==> config.mk <==
export PLATFORM = sky130hd
export DESIGN_NAME = tx_packetizer
export DESIGN_NICKNAME = d
export VERILOG_FILES = /design/src/rtl/tx_pkt_pkg.sv /design/src/rtl/tx_packetizer.sv
export SDC_FILE = /design/constraint.sdc
export NUM_CORES = 1
export LEC_CHECK = 0
export ABC_AREA = 1
export BUFFER_PORTS_ARGS = -buffer_cell sky130_fd_sc_hd__buf_2
export CAP_MARGIN = 10
export CORE_UTILIZATION = 35
export CTS_BUF_LIST = sky130_fd_sc_hd__clkbuf_8 sky130_fd_sc_hd__clkbuf_16
export DETAILED_ROUTE_END_ITERATION = 7
export PLACE_DENSITY = 0.59
export SLEW_MARGIN = 10
export SYNTH_ARGS = -nofsm -noshare
export SYNTH_HDL_FRONTEND = slang
export SYNTH_SLANG_ARGS = --single-unit
==> constraint.sdc <==
create_clock -name clk -period 3.95 [get_ports clk]
set_input_delay 0.79 -clock clk [delete_from_list [all_inputs] [get_ports clk]]
set_output_delay 0.79 -clock clk [all_outputs]
set_load 0.1 [all_outputs]
==> src/rtl/tx_pkt_pkg.sv <==
// tx_pkt_pkg: shared definitions for the TX packetizer.
//   state_t     - packetizer FSM states
//   FRAME_LEN   - bytes per frame (SOF, addr, buysell, ts x4, CHK)
//   IDX_W       - byte-index width
//   SOF_DEFAULT - default start-of-frame byte
//   frame_chk() - XOR checksum over the six payload bytes (SOF excluded)
package tx_pkt_pkg;

  localparam int         FRAME_LEN   = 8;
  localparam int         IDX_W       = 3;
  localparam logic [7:0] SOF_DEFAULT = 8'hAA;

  typedef enum logic [1:0] {
    ST_IDLE,
    ST_SEND,
    ST_WAIT_ACK,
    ST_WAIT_DONE
  } state_t;

  function automatic logic [7:0] frame_chk(input logic [7:0]  addr,
                                           input logic [7:0]  buysell,
                                           input logic [31:0] ts);
    return addr ^ buysell ^ ts[31:24] ^ ts[23:16] ^ ts[15:8] ^ ts[7:0];
  endfunction

endpackage

==> src/rtl/tx_packetizer.sv <==
// tx_packetizer: captures one order message and serialises it as an 8-byte
// frame (SOF, addr, buysell, ts[31:24..7:0], CHK) into a UART byte transmitter,
// one byte per uart_dv strobe, handshaking on uart_busy.
// Ports:
//   clk, reset            - clock, asynchronous active-high reset
//   tx_addr/buysell/timestamp, tx_dv - message in; tx_busy back to the mux
//   uart_data, uart_dv    - byte + one-cycle start strobe to the UART
//   uart_busy             - UART is shifting a byte
//   drop_cnt              - saturating count of messages rejected while busy
//   ack_err_cnt           - saturating count of bytes whose busy never rose
module tx_packetizer
  import tx_pkt_pkg::*;
#(
  parameter logic [7:0] SOF_BYTE    = SOF_DEFAULT,
  parameter int         ACK_TIMEOUT = 16
) (
  input  logic        clk,
  input  logic        reset,
  input  logic [7:0]  tx_addr,
  input  logic [7:0]  tx_buysell,
  input  logic [31:0] tx_timestamp,
  input  logic        tx_dv,
  output logic        tx_busy,
  output logic [7:0]  uart_data,
  output logic        uart_dv,
  input  logic        uart_busy,
  output logic [15:0] drop_cnt,
  output logic [15:0] ack_err_cnt
);

  localparam int TMO_W = $clog2(ACK_TIMEOUT + 1);

  state_t                         r_state, w_next;
  logic [FRAME_LEN-1:0][7:0]      r_frame;
  logic [IDX_W-1:0]               r_idx;
  logic [TMO_W-1:0]               r_tmo;
  logic                           r_busy, r_uart_dv;
  logic [7:0]                     r_uart_data;
  logic [15:0]                    r_drop_cnt, r_ack_err_cnt;

  logic w_capture, w_send, w_tmo_hit, w_advance, w_drop;

  // Anything arriving outside IDLE is rejected; tx_busy mirrors "not IDLE",
  // so this also covers the cycle in which tx_busy first rises.
  assign w_drop = tx_dv && (r_state != ST_IDLE);

  always_ff @(posedge clk or posedge reset) begin
    if (reset) r_state <= ST_IDLE;
    else       r_state <= w_next;
  end

  always_comb begin
    w_next    = r_state;
    w_capture = 1'b0;
    w_send    = 1'b0;
    w_tmo_hit = 1'b0;
    w_advance = 1'b0;
    case (r_state)
      ST_IDLE: begin
        if (tx_dv) begin
          w_capture = 1'b1;
          w_next    = ST_SEND;
        end
      end
      ST_SEND: begin
        if (!uart_busy) begin
          w_send = 1'b1;
          w_next = ST_WAIT_ACK;
        end
      end
      ST_WAIT_ACK: begin
        // The strobe cycle itself is the first WAIT_ACK cycle (uart_dv is
        // registered), so the timeout window is ACK_TIMEOUT cycles from it.
        if (uart_busy) begin
          w_next = ST_WAIT_DONE;
        end else if (r_tmo == TMO_W'(ACK_TIMEOUT - 1)) begin
          w_tmo_hit = 1'b1;
          w_next    = ST_WAIT_DONE;
        end
      end
      ST_WAIT_DONE: begin
        if (!uart_busy) begin
          if (r_idx == IDX_W'(FRAME_LEN - 1)) begin
            w_next = ST_IDLE;
          end else begin
            w_advance = 1'b1;
            w_next    = ST_SEND;
          end
        end
      end
      default: w_next = ST_IDLE;
    endcase
  end

  always_ff @(posedge clk or posedge reset) begin
    if (reset) begin
      r_frame       <= '0;
      r_idx         <= '0;
      r_tmo         <= '0;
      r_busy        <= 1'b0;
      r_uart_dv     <= 1'b0;
      r_uart_data   <= 8'h00;
      r_drop_cnt    <= '0;
      r_ack_err_cnt <= '0;
    end else begin
      r_busy    <= (w_next != ST_IDLE);
      r_uart_dv <= w_send;

      if (w_capture) begin
        r_frame[0] <= SOF_BYTE;
        r_frame[1] <= tx_addr;
        r_frame[2] <= tx_buysell;
        r_frame[3] <= tx_timestamp[31:24];
        r_frame[4] <= tx_timestamp[23:16];
        r_frame[5] <= tx_timestamp[15:8];
        r_frame[6] <= tx_timestamp[7:0];
        r_frame[7] <= frame_chk(tx_addr, tx_buysell, tx_timestamp);
        r_idx      <= '0;
      end else if (w_advance) begin
        r_idx <= r_idx + 1'b1;
      end

      if (w_send) begin
        r_uart_data <= r_frame[r_idx];
        r_tmo       <= '0;
      end else if (r_state == ST_WAIT_ACK) begin
        r_tmo <= r_tmo + 1'b1;
      end

      if (w_drop && (r_drop_cnt != 16'hFFFF))
        r_drop_cnt <= r_drop_cnt + 16'd1;
      if (w_tmo_hit && (r_ack_err_cnt != 16'hFFFF))
        r_ack_err_cnt <= r_ack_err_cnt + 16'd1;
    end
  end

  assign tx_busy     = r_busy;
  assign uart_dv     = r_uart_dv;
  assign uart_data   = r_uart_data;
  assign drop_cnt    = r_drop_cnt;
  assign ack_err_cnt = r_ack_err_cnt;

endmodule

After elaboration in Yosys (flattened, before gate mapping) --
Index checks and enable logic that the tools add are counted.
Operators by class: bitwise gates (word level) 5, eq/ne operators 7, shifts and indexed selects 0, multiply operators 0, $lt $le $gt $ge 1, divide/modulo/power cells 0, $add $sub $neg 4, muxes and demuxes 23, reduce and logical (&&, ||, !) cells 8
Operators by type and width (count):
- bitwise XOR 8 bit | 5
- adder 16 x 1 -> 16 bit (second input constant) | 2
- inequality test 16 bit (second input constant) | 2
- binary-select mux 8 bit (select 3 bit) | 1
- 2-to-1 mux 1 bit | 11
- 2-to-1 mux 2 bit | 5
- 2-to-1 mux 5 bit | 2
- 2-to-1 mux 8 bit | 1
- case mux 2 bit (4 select lines) | 1
- nonzero test 2 bit | 4
- 2-to-1 mux 3 bit | 2
- adder 5 x 1 -> 5 bit (second input constant) | 1
- == test 5 x 4 -> 1 bit (second input constant) | 1
- == test 2 bit (second input constant) | 2
- less-than comparator 3 x 4 -> 1 bit (second input constant) | 1
- adder 3 x 1 -> 3 bit (second input constant) | 1
- == test 3 bit (second input constant) | 1
- logical AND 1 bit | 3
- == test 2 x 1 -> 1 bit (second input constant) | 1
- logical NOT 2 bit | 1
Storage, ports and cells: output and inout port bits 42, bits in read-only memories 0, memory bits (writable) 0, word-level logic and storage cells 64, memories 0, input bits 52, register bits 109, bits in latches 0

Longest topological paths before layout --
word-level depth 6, depth in mapped cells 11, mapped depth without buffers 10

Worst setup path after synthesis --
No wires, ideal clock.
path kind register -> register, start register r_drop_cnt[0], in the netlist drop_cnt[0], end register r_drop_cnt[0], in the netlist drop_cnt[0], setup time 0.120 ns, path buffers 1, path slack 1.583 ns, cell stages (with the launch flop) 10, clock period less this slack 2.367 ns, data required time 3.830 ns, data arrival time 2.246 ns, cell sequence dfrtp_1 ha_1 nand3_1 clkinv_2 nand2_4 o21ai_4 inv_4 buf_6 nand2_1 nand2_1
On the way: cells in the longest elaborated chain, start to end 2, elaborated cells on any way between the ends 3, those cells by class 1 x add/sub; 1 x eq/ne; 1 x reduce/logical
Ends and longest elaborated chain:
- start, declared | line tx_packetizer.sv:39 | logic [15:0] r_drop_cnt, r_ack_err_cnt;
- start signal, assigned | line tx_packetizer.sv:131 | r_drop_cnt <= r_drop_cnt + 16'd1;
- branches (longest 2 deep; another with adder 16 x 1 -> 16 bit)
Several ways; the timed one is not identified. A chain may end at the register's enable or synchronous reset.

Final worst setup path --
start register r_idx[0], end register r_uart_data[5], in the netlist uart_data[5]
On the way: cells in the longest elaborated chain, start to end 2
Ends and longest elaborated chain:
- start, declared | line tx_packetizer.sv:35 | logic [IDX_W-1:0] r_idx;
- start signal, assigned | line tx_packetizer.sv:120 | r_idx <= r_idx + 1'b1;
- binary-select mux 8 bit (select 3 bit) | line tx_packetizer.sv:124 | r_uart_data <= r_frame[r_idx];
- 2-to-1 mux 8 bit (not written as such) | line tx_packetizer.sv:124
- end signal, assigned | line tx_packetizer.sv:124
- end, declared | line tx_packetizer.sv:38 | logic [7:0] r_uart_data;
No other way between the ends. The select of a mux whose other input is x is not followed.

==> impl_metrics.yaml <==
run_status:
  status: "complete, no violations"
placed_design:
  portBuffers: 93
  dp_hpwl_mm: 9.87
  placedCellCount: 1149
  preCtsSetupSlack_ns: 1.48
  post_dp_cell_area_um2: 6680
  gp_congestion: 0.754
pwr:
  total_leakage_power_nw: 3.74
  ir_worst_vdd_mv: 0.328
  p_sw_mw: 1.96
  internal_power_mw: 2.49
  pwr-share-clk_pct: 20.9
  powerDensity_nw_per_um2: 636
  power_frac_comb_pct: 37.9
  power.share.sequential_pct: 41.1
  power_mw: 4.44
  power_switching_share_pct: 44.0
clock_network:
  post_cts_buffers: 0
  cts_buffer_depth: 2
  clockRootBuffer: "clkbuf_16"
  cts_num_sinks: 109
  hold_buffers: 0
  clkLatencyLatePin_ns: 0.36
  cts_resized: 0
  numCtsBuffers: 9
  cts_tree: "built"
  clk_transition_reported_paths_ns: 0.07
  cts_max_level: 3
finish:
  post_layout_nonfiller_instances: 1165
  final_area_um2: 6980
  drive_gt1_share_pct: 14.1
  mostFrequentLayoutCell: "nand2_1"
  num-nets-final: 998
  utilization_pct: 41.8
  diodes: 0
  syn_to_final_growth_pct: 15.7
  nFillCells: 1777
  final_cell_mix: "nand2_1, dfrtp_1, buf_2, o21ai_0, nor2_1"
floorplan:
  die_area_um2: 17800
  io_pins: 94
  rows: 47
  start_util_pct: 36.1
  die_w_um: 133
  fp.dieH_um: 133
  coreArea_um2: 16700
synth:
  synth_area_um2: 6030
  synth_cell_types: 31
  synth_area_per_cell_um2: 7.02
  async_flop_share_pct: 100
  yosysSeqAreaShare_pct: 45.2
  synth_nets: 918
  ys_seq_elements: 109
  synth_area_leader_cell: "dfrtp_1"
  ys_top_cells_by_area: "dfrtp_1, nand2_1, o21ai_0, nand3_1, nor2_1"
  synth-edff-count: 0
  yosys_warnings: 0
  yosys_most_used_dff: "dfrtp_1"
  synth_top_area_share_pct: 45.2
  synth_cells: 860
min_path:
  holdCritStartpoint: "r_frame[1]"
  holdPathEnd: "r_frame[1]"
  hp-class: "flop to flop"
  whs_path_depth: 1
worst_setup_path:
  worstPathCellList: "inv_1, nand2_1, nand2_1, nand2_1, nand3_1, nand3_1, nand2_1"
  worstReg2RegEnd: "uart_data[5]"
  worstSetupStartpointType: "flop"
  max_stage_delay_ns: 1.01
  r2r-start: "r_idx[0]"
  slowest_stage: "dfrtp_1"
  rr_worst_depth: 7
  cp.buffers_inverters: 1
  worstPathRequired_ns: 4.20
  worstSetupEndpointType: "flop"
  arrival_ns: 2.67
  crit_top_cell: "nand2_1"
  crit_family: "flip-flops"
  reg2reg_setup_slack_ns: 1.53
  path_class: "flop to flop"
  cp.depth: 7
  worstPathMaxFanout: 34
detailed_routing:
  met1_length_mm: 6.75
  met2_wirelength_mm: 6.47
  totalWireLength_mm: 13.9
  wl_per_cell_um: 11.9
  routed.top_layer: "met4"
  via_per_inst: 4.64
  vias: 5405
  firstDrtPassIters: 4
  drcViolationCount: 0
  drtAntennaViolNets: 0
  wl_met3_um: 530
  drtIter0Drc: 359
timing:
  fin_setup_tns_ns: 0
  grt_setup_unrepaired: "no"
  fmax_mhz: 414
  finClkSkew_ns: 0.00633
  setup_viol: 0
  layout_min_cycle_time_ns: 2.42
  fin_ws_ns: 1.53
  layout_worst_path_cycle_share_pct: 61.2
  final-hold-violation-count: 0
  fin_hold_ws_ns: 0.469
  slew_violations: 0
  relSlewSlack_pct: 32.1
  worst_slew_pin_slew_ns: 1.02
global_routing:
  grt_max_degree: 74
  grt_overflow_total: 0
  grt_util_all_layers_pct: 16.9
  grt_pass1_vias: 5160
  grt_pass1_wl_mm: 24.0
  antenna_found_initial: 0
job:
  drv_cap: 0
## state kept, by name, summed over array words and instances (netlist names), 2 cells and up
| register | flops |
|---|---|
| ack_err_cnt | 16 |
| uart_data | 8 |
| r_state | 2 |
| r_idx | 3 |
| drop_cnt | 16 |
| r_frame | 57 |
| r_tmo | 5 |
## layer usage
layer  vias to the layer above  GRT usage (%)
met5                         -              0
met1                      2431           21.4
li1                       2865              -
met2                        95           28.7
met3                        14           4.19
met4                         0           4.73
## layout make-up
cell class	instances	area (um^2)	share of cell area (%)
inverter	84	322	4.60
clock inverter	5	51.3	0.735
timing repair buffer	96	500	7.17
sequential	109	2730	39.1
tap	220	275	3.94
clock buffer	11	253	3.62
multi-input combinational	640	2850	40.9
## worst max path at each step
stage / start / to / slack, ns
finish: r_idx[0] / uart_data[5] / 1.53
floorplan: reset / ack_err_cnt[0] / 0.29
CTS: r_idx[0] / uart_data[5] / 1.48
global placement: r_idx[0] / uart_data[1] / 1.56
global route: r_idx[0] / uart_data[1] / 1.20
detailed placement: r_idx[0] / uart_data[5] / 1.48
## power by group through the flow
stage / registers, mW / logic (mW) / clock network [mW]
floorplan: 2.17 / 0.998 / 0
global placement: 1.85 / 1.68 / 0
detailed placement: 1.85 / 1.71 / 0
CTS: 1.83 / 1.71 / 0.960
global route: 1.88 / 1.91 / 1.00
finish: 1.83 / 1.68 / 0.930
## cell usage after synthesis, types with 5 or more instances
cell type	count
nand2_1	349
dfrtp_1	109
o21ai_0	89
nor2_1	79
inv_1	76
nand3_1	63
nand4_1	18
clkbuf_1	15
xnor2_1	11
buf_2	7
ha_1	6
inv_2	5
## cell families after synthesis
group	after synthesis	synth area share, %
buffers and inverters	111	7.55
flip-flops	109	45.2
AO/OA/AOI/OAI	100	8.71
adder cells (fa/ha/maj)	6	1.24
XOR/XNOR	14	2.03
AND/OR/NAND/NOR	520	35.3
Note: power is estimated with default switching activity, not from simulation.
